[src/rtl/riscv_prog_loader_if.sv]
// Bundle of the loader's byte-stream, instruction-memory write and status signals.
//
// Signals:
//   in_valid / in_data / in_ready : byte-stream handshake, byte taken when valid && ready
//   reload                        : single-cycle request to restart loading (RUN/ERROR only)
//   imem_we / imem_addr / imem_wdata : instruction-memory write port
//   core_reset                    : active-high reset to the riscv core
//   done / error                  : load outcome flags
//   words_loaded                  : number of words written so far
//
// Modports:
//   master : host/environment side (drives the stream and reload, observes everything else)
//   slave  : loader side
interface riscv_prog_loader_if #(
  parameter int unsigned ADDR_WIDTH = 8
) ();

  logic                  in_valid;
  logic [7:0]            in_data;
  logic                  in_ready;
  logic                  reload;
  logic                  imem_we;
  logic [ADDR_WIDTH-1:0] imem_addr;
  logic [31:0]           imem_wdata;
  logic                  core_reset;
  logic                  done;
  logic                  error;
  logic [ADDR_WIDTH:0]   words_loaded;

  modport master (
    output in_valid,
    output in_data,
    output reload,
    input  in_ready,
    input  imem_we,
    input  imem_addr,
    input  imem_wdata,
    input  core_reset,
    input  done,
    input  error,
    input  words_loaded
  );

  modport slave (
    input  in_valid,
    input  in_data,
    input  reload,
    output in_ready,
    output imem_we,
    output imem_addr,
    output imem_wdata,
    output core_reset,
    output done,
    output error,
    output words_loaded
  );

endinterface

[src/rtl/riscv_prog_loader.sv]
// Boot-time program loader for the single-cycle riscv core.
//
// Receives a framed byte stream (16-bit LE word count, N little-endian 32-bit words, one
// checksum byte equal to the mod-256 sum of all preceding frame bytes), writes each word to
// the instruction memory and releases the core from reset once the checksum matches.
// The core stays in reset while loading and after any error.
//
// Ports:
//   clock : rising-edge clock
//   reset : asynchronous active-high reset, clears all state
//   bus   : riscv_prog_loader_if.slave (byte stream, reload, imem write port, status)
module riscv_prog_loader #(
  parameter int unsigned ADDR_WIDTH = 8
) (
  input logic               clock,
  input logic               reset,
  riscv_prog_loader_if.slave bus
);

  localparam int unsigned MaxWords = 2 ** ADDR_WIDTH;

  typedef enum logic [2:0] {
    StHdrLo,
    StHdrHi,
    StData,
    StCsum,
    StRun,
    StError
  } state_e;

  state_e state_q, state_d;

  logic [15:0]           count_q, count_d;        // N from the header
  logic [15:0]           word_cnt_q, word_cnt_d;  // words written so far
  logic [1:0]            byte_cnt_q, byte_cnt_d;  // byte position inside the current word
  logic [23:0]           shift_q, shift_d;        // first three bytes of the current word
  logic [7:0]            sum_q, sum_d;            // running checksum, wraps mod 256
  logic                  imem_we_q, imem_we_d;
  logic [ADDR_WIDTH-1:0] imem_addr_q, imem_addr_d;
  logic [31:0]           imem_wdata_q, imem_wdata_d;
  logic                  core_reset_q, core_reset_d;
  logic [ADDR_WIDTH:0]   words_loaded_q, words_loaded_d;

  logic        in_ready;
  logic        accept;
  logic [15:0] hdr_count;
  logic [31:0] word_full;
  logic [15:0] word_cnt_inc;

  // in_ready is a pure decode of the current state.
  always_comb begin
    in_ready = 1'b0;
    unique case (state_q)
      StHdrLo, StHdrHi, StData, StCsum: in_ready = 1'b1;
      default:                          in_ready = 1'b0;
    endcase
  end

  assign accept       = bus.in_valid && in_ready;
  assign hdr_count    = {bus.in_data, count_q[7:0]};
  // Bytes arrive LSB first, so the incoming byte is the top byte of the completed word.
  assign word_full    = {bus.in_data, shift_q};
  assign word_cnt_inc = word_cnt_q + 16'd1;

  always_comb begin
    state_d        = state_q;
    count_d        = count_q;
    word_cnt_d     = word_cnt_q;
    byte_cnt_d     = byte_cnt_q;
    shift_d        = shift_q;
    sum_d          = sum_q;
    imem_we_d      = 1'b0;
    imem_addr_d    = imem_addr_q;
    imem_wdata_d   = imem_wdata_q;
    words_loaded_d = words_loaded_q;

    unique case (state_q)
      StHdrLo: begin
        if (accept) begin
          count_d = {8'h00, bus.in_data};
          sum_d   = sum_q + bus.in_data;
          state_d = StHdrHi;
        end
      end

      StHdrHi: begin
        if (accept) begin
          count_d = hdr_count;
          sum_d   = sum_q + bus.in_data;
          if (32'(hdr_count) > MaxWords) begin
            state_d = StError;
          end else if (hdr_count == 16'd0) begin
            state_d = StCsum;
          end else begin
            state_d = StData;
          end
        end
      end

      StData: begin
        if (accept) begin
          sum_d      = sum_q + bus.in_data;
          shift_d    = {bus.in_data, shift_q[23:8]};
          byte_cnt_d = byte_cnt_q + 2'd1;
          if (byte_cnt_q == 2'd3) begin
            imem_we_d      = 1'b1;
            imem_addr_d    = word_cnt_q[ADDR_WIDTH-1:0];
            imem_wdata_d   = word_full;
            words_loaded_d = word_cnt_inc[ADDR_WIDTH:0];
            word_cnt_d     = word_cnt_inc;
            if (word_cnt_inc == count_q) begin
              state_d = StCsum;
            end
          end
        end
      end

      StCsum: begin
        if (accept) begin
          state_d = (bus.in_data == sum_q) ? StRun : StError;
        end
      end

      StRun, StError: begin
        if (bus.reload) begin
          state_d        = StHdrLo;
          count_d        = 16'd0;
          word_cnt_d     = 16'd0;
          byte_cnt_d     = 2'd0;
          sum_d          = 8'd0;
          words_loaded_d = '0;
        end
      end

      default: state_d = StHdrLo;
    endcase

    // Core runs only in RUN; registering from state_d releases it on the checksum edge.
    core_reset_d = (state_d != StRun);
  end

  always_ff @(posedge clock or posedge reset) begin
    if (reset) begin
      state_q        <= StHdrLo;
      count_q        <= 16'd0;
      word_cnt_q     <= 16'd0;
      byte_cnt_q     <= 2'd0;
      shift_q        <= 24'd0;
      sum_q          <= 8'd0;
      imem_we_q      <= 1'b0;
      imem_addr_q    <= '0;
      imem_wdata_q   <= 32'd0;
      core_reset_q   <= 1'b1;
      words_loaded_q <= '0;
    end else begin
      state_q        <= state_d;
      count_q        <= count_d;
      word_cnt_q     <= word_cnt_d;
      byte_cnt_q     <= byte_cnt_d;
      shift_q        <= shift_d;
      sum_q          <= sum_d;
      imem_we_q      <= imem_we_d;
      imem_addr_q    <= imem_addr_d;
      imem_wdata_q   <= imem_wdata_d;
      core_reset_q   <= core_reset_d;
      words_loaded_q <= words_loaded_d;
    end
  end

  assign bus.in_ready     = in_ready;
  assign bus.imem_we      = imem_we_q;
  assign bus.imem_addr    = imem_addr_q;
  assign bus.imem_wdata   = imem_wdata_q;
  assign bus.core_reset   = core_reset_q;
  assign bus.done         = (state_q == StRun);
  assign bus.error        = (state_q == StError);
  assign bus.words_loaded = words_loaded_q;

endmodule

[src/flat_wrapper.sv]
// flat-port wrapper written by rule: the top's interface ports become plain ports
module riscv_prog_loader_flat 
#(
  parameter int unsigned ADDR_WIDTH = 8
)
  (clock, reset, bus_in_valid, bus_in_data, bus_reload, bus_in_ready, bus_imem_we, bus_imem_addr, bus_imem_wdata, bus_core_reset, bus_done, bus_error, bus_words_loaded);
  riscv_prog_loader_if #(.ADDR_WIDTH(ADDR_WIDTH)) bus_i ();
  input logic clock;
  input logic reset;
  input wire logic [$bits(bus_i.in_valid)-1:0] bus_in_valid;
  input wire logic [$bits(bus_i.in_data)-1:0] bus_in_data;
  input wire logic [$bits(bus_i.reload)-1:0] bus_reload;
  output wire logic [$bits(bus_i.in_ready)-1:0] bus_in_ready;
  output wire logic [$bits(bus_i.imem_we)-1:0] bus_imem_we;
  output wire logic [$bits(bus_i.imem_addr)-1:0] bus_imem_addr;
  output wire logic [$bits(bus_i.imem_wdata)-1:0] bus_imem_wdata;
  output wire logic [$bits(bus_i.core_reset)-1:0] bus_core_reset;
  output wire logic [$bits(bus_i.done)-1:0] bus_done;
  output wire logic [$bits(bus_i.error)-1:0] bus_error;
  output wire logic [$bits(bus_i.words_loaded)-1:0] bus_words_loaded;
  assign bus_i.in_valid = bus_in_valid;
  assign bus_i.in_data = bus_in_data;
  assign bus_i.reload = bus_reload;
  assign bus_in_ready = bus_i.in_ready;
  assign bus_imem_we = bus_i.imem_we;
  assign bus_imem_addr = bus_i.imem_addr;
  assign bus_imem_wdata = bus_i.imem_wdata;
  assign bus_core_reset = bus_i.core_reset;
  assign bus_done = bus_i.done;
  assign bus_error = bus_i.error;
  assign bus_words_loaded = bus_i.words_loaded;
  riscv_prog_loader #(.ADDR_WIDTH(ADDR_WIDTH)) u_core (.clock(clock), .reset(reset), .bus(bus_i));
endmodule
[config.mk]
export PLATFORM = sky130hd
export DESIGN_NAME = riscv_prog_loader_flat
export DESIGN_NICKNAME = d
export VERILOG_FILES = /design/src/rtl/riscv_prog_loader_if.sv /design/src/rtl/riscv_prog_loader.sv /design/src/flat_wrapper.sv
export SDC_FILE = /design/constraint.sdc
export NUM_CORES = 1
export LEC_CHECK = 0
export BUFFER_PORTS_ARGS = -buffer_cell sky130_fd_sc_hd__buf_2
export CORE_ASPECT_RATIO = 1.2
export CORE_MARGIN = 3
export CORE_UTILIZATION = 55
export CTS_CLUSTER_DIAMETER = 40
export DETAILED_ROUTE_END_ITERATION = 8
export PLACE_DENSITY_LB_ADDON = 0.25
export SLEW_MARGIN = 10
export SYNTH_ARGS = -nofsm -noshare
export SYNTH_HDL_FRONTEND = slang
export SYNTH_SLANG_ARGS = --single-unit
[constraint.sdc]
create_clock -name clock -period 5.6 [get_ports clock]
set_input_delay 0.56 -clock clock [delete_from_list [all_inputs] [get_ports clock]]
set_output_delay 0.56 -clock clock [all_outputs]
set_load 0.02 [all_outputs]
=== Word-level counts from Yosys, hierarchy flattened ===
Index checks and enable logic that the tools add are counted.
Widths: inputs -> output; s select.

* Magnitude comparators: 1
* Multipliers: 0
* Bitwise operators: 1
* $add $sub $neg: 3
* Reductions and logical operators: 17
* Muxes and demuxes: 32
* Shifts and indexed selects: 0
* Equality and inequality tests: 15
* Div/mod/pow operators: 0

{| class="wikitable"
|+ Operator list
! cell !! number
|-
| $mux 16 || 5
|-
| $pmux 16 s3 || 1
|-
| $pmux 16 s2 || 1
|-
| $mux 9 || 3
|-
| $mux 3 || 8
|-
| $pmux 9 s2 || 1
|-
| $add 16x1->16 const B || 1
|-
| $eq 16x16->1 || 1
|-
| $gt 16x9->1 const B || 1
|-
| $logic_not 16->1 || 1
|-
| $mux 8 || 2
|-
| $pmux 8 s2 || 1
|-
| $pmux 3 s5 || 1
|-
| $reduce_and 4->1 || 3
|-
| $ne 2x1->1 const B || 5
|-
| $reduce_and 3->1 || 3
|-
| $add 8x8->8 || 1
|-
| $eq 8x8->1 || 1
|-
| $eq 3x2->1 const B || 2
|-
| $eq 3x3->1 const B || 2
|-
| $mux 1 || 6
|-
| $reduce_bool 2->1 || 3
|-
| $mux 2 || 2
|-
| $pmux 2 s2 || 1
|-
| 13 further kinds || 13
|}

* Bits in read-only memories: 0
* Bits in registers: 120
* Latch bits: 0
* Word-level logic and storage cells: 81
* Memory bits (writable): 0
* Output and inout port bits: 54
* Input port bits: 12
* Memories: 0

=== Depth between registers and ports, before layout ===
* Depth after elaboration: 7
* Gate-level depth with buffers: 9
* Gate-level depth less buffers: 8

=== Least setup slack after synthesis ===
Ideal clock, no wire load.

* Path type: input to register
* From: input port bus_in_data[1]
* To: register u_core.sum_q[7]
* Stages on the path: 7
* Data arrival time: 2.013 ns
* Required time: 5.513 ns
* Buffers on the path: 0
* Setup slack: 3.500 ns
* Library setup time: 0.087 ns
* Path through: ha_1 a21oi_1 o21ai_0 a2111oi_0 or3_1 mux2_2 o211ai_1

* Longest elaborated chain between the ends: 3

{| class="wikitable"
|+ Ends and longest elaborated chain
! element !! RTL line !! source
|-
| start, declared || flat_wrapper.sv:11 || <nowiki>input wire logic [$bits(bus_i.in_data)-1:0] bus_in_data;</nowiki>
|-
| $add 8x8->8 || riscv_prog_loader.sv:81, riscv_prog_loader.sv:89, riscv_prog_loader.sv:102 ||
|-
| $mux 8 || riscv_prog_loader.sv:79, riscv_prog_loader.sv:87, riscv_prog_loader.sv:101 ||
|-
| $pmux 8 s2 || riscv_prog_loader.sv:77 || <nowiki>unique case (state_q)</nowiki>
|-
| end signal, assigned || riscv_prog_loader.sv:161 || <nowiki>sum_q <= sum_d;</nowiki>
|-
| end, declared || riscv_prog_loader.sv:37 || <nowiki>logic [7:0] sum_q, sum_d;</nowiki>
|}

Every way passes these cells. The select of a mux whose other input is x is not followed.
A chain may end at the register's enable or synchronous reset.

=== Final worst setup path ===
* From: register u_core.state_q[1]
* To: register u_core.word_cnt_q[6]

* Longest elaborated chain between the ends: 6
* Elaborated cells on any way between the ends: 16
* Those cells by class: eq/ne: 8; mux: 2; reduce/logical: 6

{| class="wikitable"
|+ Ends and longest elaborated chain
! element !! RTL line !! source
|-
| start, declared || riscv_prog_loader.sv:31 || <nowiki>state_e state_q, state_d;</nowiki>
|-
| start signal, assigned || riscv_prog_loader.sv:144 || <nowiki>state_q <= StHdrLo;</nowiki>
|-
| start signal, assigned || riscv_prog_loader.sv:156 || <nowiki>state_q <= state_d;</nowiki>
|-
| $eq 3x1->1 (tied with other cells) || riscv_prog_loader.sv:53 || <nowiki>unique case (state_q)</nowiki>
|-
| $reduce_or 4->1 || riscv_prog_loader.sv:53 ||
|-
| $mux 1 || riscv_prog_loader.sv:53 ||
|-
| $logic_and 1x1->1 || riscv_prog_loader.sv:59 || <nowiki>assign accept = bus.in_valid && in_ready;</nowiki>
|-
| $ne 2x1->1 (no source line) || -- ||
|-
| $reduce_and 4->1 (no source line) || -- ||
|-
| end signal, assigned || riscv_prog_loader.sv:158 || <nowiki>word_cnt_q <= word_cnt_d;</nowiki>
|-
| end, declared || riscv_prog_loader.sv:34 || <nowiki>logic [15:0] word_cnt_q, word_cnt_d;</nowiki>
|}

Parallel ways exist; a longest one is shown, timed or not.

==> results.json <==
{
  "status": "finished clean",
  "rsz0062_at_grt": "false",
  "vias": 4313,
  "whs_ns": 0.286,
  "combPwrFrac_pct": 25.8,
  "finalClockSkew_ns": 0.00903,
  "wl_per_cell_um": 16.0,
  "synth_area_per_cell_sq_um": 9.24,
  "vias_per_cell": 5.63,
  "clkPwrFrac_pct": 29.7,
  "tightest_slew_ns": 0.987,
  "syn-num-nets": 619,
  "synthCells": 597,
  "max_cap_violations": 0,
  "ctsResizeCount": 0,
  "synth_seq_cells": 111,
  "antenna_cells": 0,
  "startpoint_type": "flop",
  "drt-total-wl_mm": 12.2,
  "netSwitchingPower_w": 0.000733,
  "hold_class": "primary input to async pin",
  "reg2reg_depth": 8,
  "relSlewSlack_pct": 34.0,
  "wl_met1_mm": 5.41,
  "detail-route-antenna-nets": 0,
  "setup_viol": 0,
  "grt_usage_pct": 22.5,
  "switching_share_pct": 33.3,
  "synth_warnings": 0,
  "clk_pin_slew_ns": 0.08,
  "yosysSeqAreaShare_pct": 50.4,
  "layout_worst_path_cycle_share_pct": 58.1,
  "routed-wl-met3_um": 561,
  "finalNetCount": 660,
  "syn_to_final_growth_pct": 10.4,
  "rrSetupSlack_ns": 2.34,
  "fin_setup_tns_ns": 0,
  "fillerInstances": 822,
  "cp.arrival_ns": 3.48,
  "max_freq_ghz": 0.307,
  "drcViolationCount": 0,
  "worstSetupEndpointType": "flop",
  "num_rows": 39,
  "multi_input_area_sq_mm": 0.00245,
  "start_util_pct": 57.1,
  "root_buffer": "clkbuf_16",
  "cts_tree": "done",
  "postCtsHoldBufs": 0,
  "ff_latch_area_sq_mm": 0.00278,
  "dr.max_layer_used": "met4",
  "report.final.slew_viol_count": 0,
  "portBuffers": 65,
  "seqPwrFrac_pct": 44.5,
  "p_int_w": 0.00147,
  "drive_gt1_share_pct": 18.4,
  "clockBufferDepth": 2,
  "drt_iter0_drc": 219,
  "antenna_found_initial": 0,
  "vdd_drop_max_mv": 0.261,
  "netlist_area_sq_mm": 0.00552,
  "die_h_um": 116,
  "met2_length_mm": 6.09,
  "synth_cell_types": 57,
  "first_pass_iters": 5,
  "synth-edff-count": 0,
  "cts.sinks": 111,
  "power.density_mw_per_mm2": 361,
  "worstPathMaxFanout": 66,
  "htree_levels": 3,
  "fin_crit_ns": 3.26,
  "dieArea_sq_mm": 0.0113,
  "fp.dieW_um": 97.4,
  "cts_setup_buffers": 0,
  "async_reset_ff_share_pct": 100,
  "hold_viol": 0,
  "hpwl_mm": 8.41,
  "worstPathRequired_ns": 5.83,
  "crit_type": "flop to flop",
  "grt_overflow": 0,
  "num_io_pins": 66,
  "core_area_sq_mm": 0.00966,
  "clk_latency_ns": 0.35,
  "p_leak_nw": 3.19,
  "grt_pass1_vias": 4148,
  "grt_max_degree": 67,
  "grt_pass1_wl_mm": 20.4,
  "gp_congestion": 0.867,
  "synthFlopType": "dfrtp_1",
  "numCtsBuffers": 9
}
## cells in the mapped netlist, types with 2 or more instances
cell type,number,area share (%)
nand2_1,200,14
dfrtp_1,110,50
o21ai_0,45,4.1
nor2_1,21,1.4
xnor2_1,20,3.2
mux2_2,18,3.7
nand3_1,18,1.6
clkbuf_1,15,1.0
inv_1,15,1.0
a21oi_1,13,1.2
buf_4,11,1.5
ha_1,9,2.0
o31ai_1,9,1.2
xor2_1,9,1.4
buf_2,7,0.63
a31oi_1,5,0.57
nor4_1,5,0.57
and2_1,4,0.45
nor3_1,4,0.36
or3_1,4,0.45
and3_1,3,0.34
buf_6,3,0.61
clkbuf_8,3,0.75
o21bai_1,3,0.41
o41ai_1,3,0.48
nand2b_1,2,0.23
nand3b_1,2,0.27
nand4_1,2,0.23
nand4_4,2,0.77
nor2b_1,2,0.23
nor4_4,2,0.77
o22ai_1,2,0.23
o311ai_0,2,0.32
## state kept, by name, indices dropped and copies added, names as in the netlist
name / flops
u_core.state_q: 3
u_core.sum_q: 8
u_core.bus.imem_addr: 8
u_core.byte_cnt_q: 2
u_core.count_q: 16
u_core.bus.core_reset: 1
u_core.bus.imem_we: 1
u_core.bus.imem_wdata: 32
u_core.word_cnt_q: 16
u_core.shift_q: 24
## cell usage in the layout, fill, tap and decap left out, drive strengths merged, types with 2 or more instances in the layout
master	netlist	routed
or3	5	5
clkbuf	18	11
nand4	5	5
o21bai	3	3
o41ai	3	3
nor2	21	21
nand2b	2	2
a21oi	14	14
inv	15	18
dfrtp	110	110
ha	9	9
o31ai	10	10
xor2	9	9
nand3	18	18
o21ai	45	45
nand2	202	202
and2	4	4
and4	3	3
buf	21	69
a31oi	5	5
mux2	18	18
xnor2	20	20
o22ai	2	2
nand3b	2	2
o311ai	2	2
and3	3	3
nor3	4	4
nor4	7	7
nor2b	2	2
## power groups by stage
stage / combinational (W) / sequential, W / clock (W)
CTS: 0.000571 / 0.000978 / 0.000662
floorplan: 0.000466 / 0.000957 / 0
global route: 0.000644 / 0.000991 / 0.000694
finish: 0.000568 / 0.000978 / 0.000654
detailed placement: 0.000567 / 0.000993 / 0
global placement: 0.000552 / 0.000987 / 0
## metal layers
metal	vias up	track usage [%]
met2	118	37.8
met4	0	8.86
li1	2068	-
met1	2114	30.2
met3	13	2.65
met5	-	0
## area by class of cell
class	count	share of cell area [%]
timing repair buffer	69	5.83
inverter	15	0.965
tap	123	2.53
clock buffer	11	3.82
sequential	111	45.6
multi-input combinational	432	40.2
clock inverter	5	1.05
## stage by stage
stage	instance area [sq um]	util (%)	worst slack, ns	std cells	total power, W
4_1_cts	6090	63.1	2.36	766	0.00221
2_1_floorplan	5520	-	2.11	597	0.00142
6_report	6090	63.1	2.34	766	0.00220
5_1_grt	6090	63.1	1.97	766	0.00233
3_3_place_gp	5800	60.0	2.36	750	0.00154
3_5_place_dp	5800	60.0	2.28	750	0.00156
## cells by family (layout without fill, tap and decap cells)
family | after synthesis | after routing | synth area share (%)
flops | 111 | 111 | 50.4
buf+inv | 54 | 100 | 5.53
compound gates | 90 | 90 | 9.82
xor+xnor | 29 | 29 | 4.60
fa+ha+maj | 10 | 10 | 2.40
simple gates | 284 | 284 | 23.4
mux | 19 | 19 | 3.85
## critical path, stage by stage, from the launching register on
cell,delay (ns)
dfrtp_1,0.51
nor4bb_4,0.21
buf_4,0.25
nand2_2,0.10
buf_4,0.53
inv_1,0.54
a21oi_1,0.70
o21ai_0,0.19
o41ai_1,0.10
## path summary, 6_finish.rpt
check                             startpoint                        to
max                        u_core.state_q[1]      u_core.word_cnt_q[6]
min reg2reg                u_core.shift_q[6]  u_core.bus.imem_wdata[6]
max in group asynchronous              reset           u_core.sum_q[7]
min in group clock         u_core.shift_q[6]  u_core.bus.imem_wdata[6]
max reg2reg                u_core.state_q[1]      u_core.word_cnt_q[6]
min                                    reset  u_core.bus.imem_wdata[1]
Power figures use the tool's default switching activity.
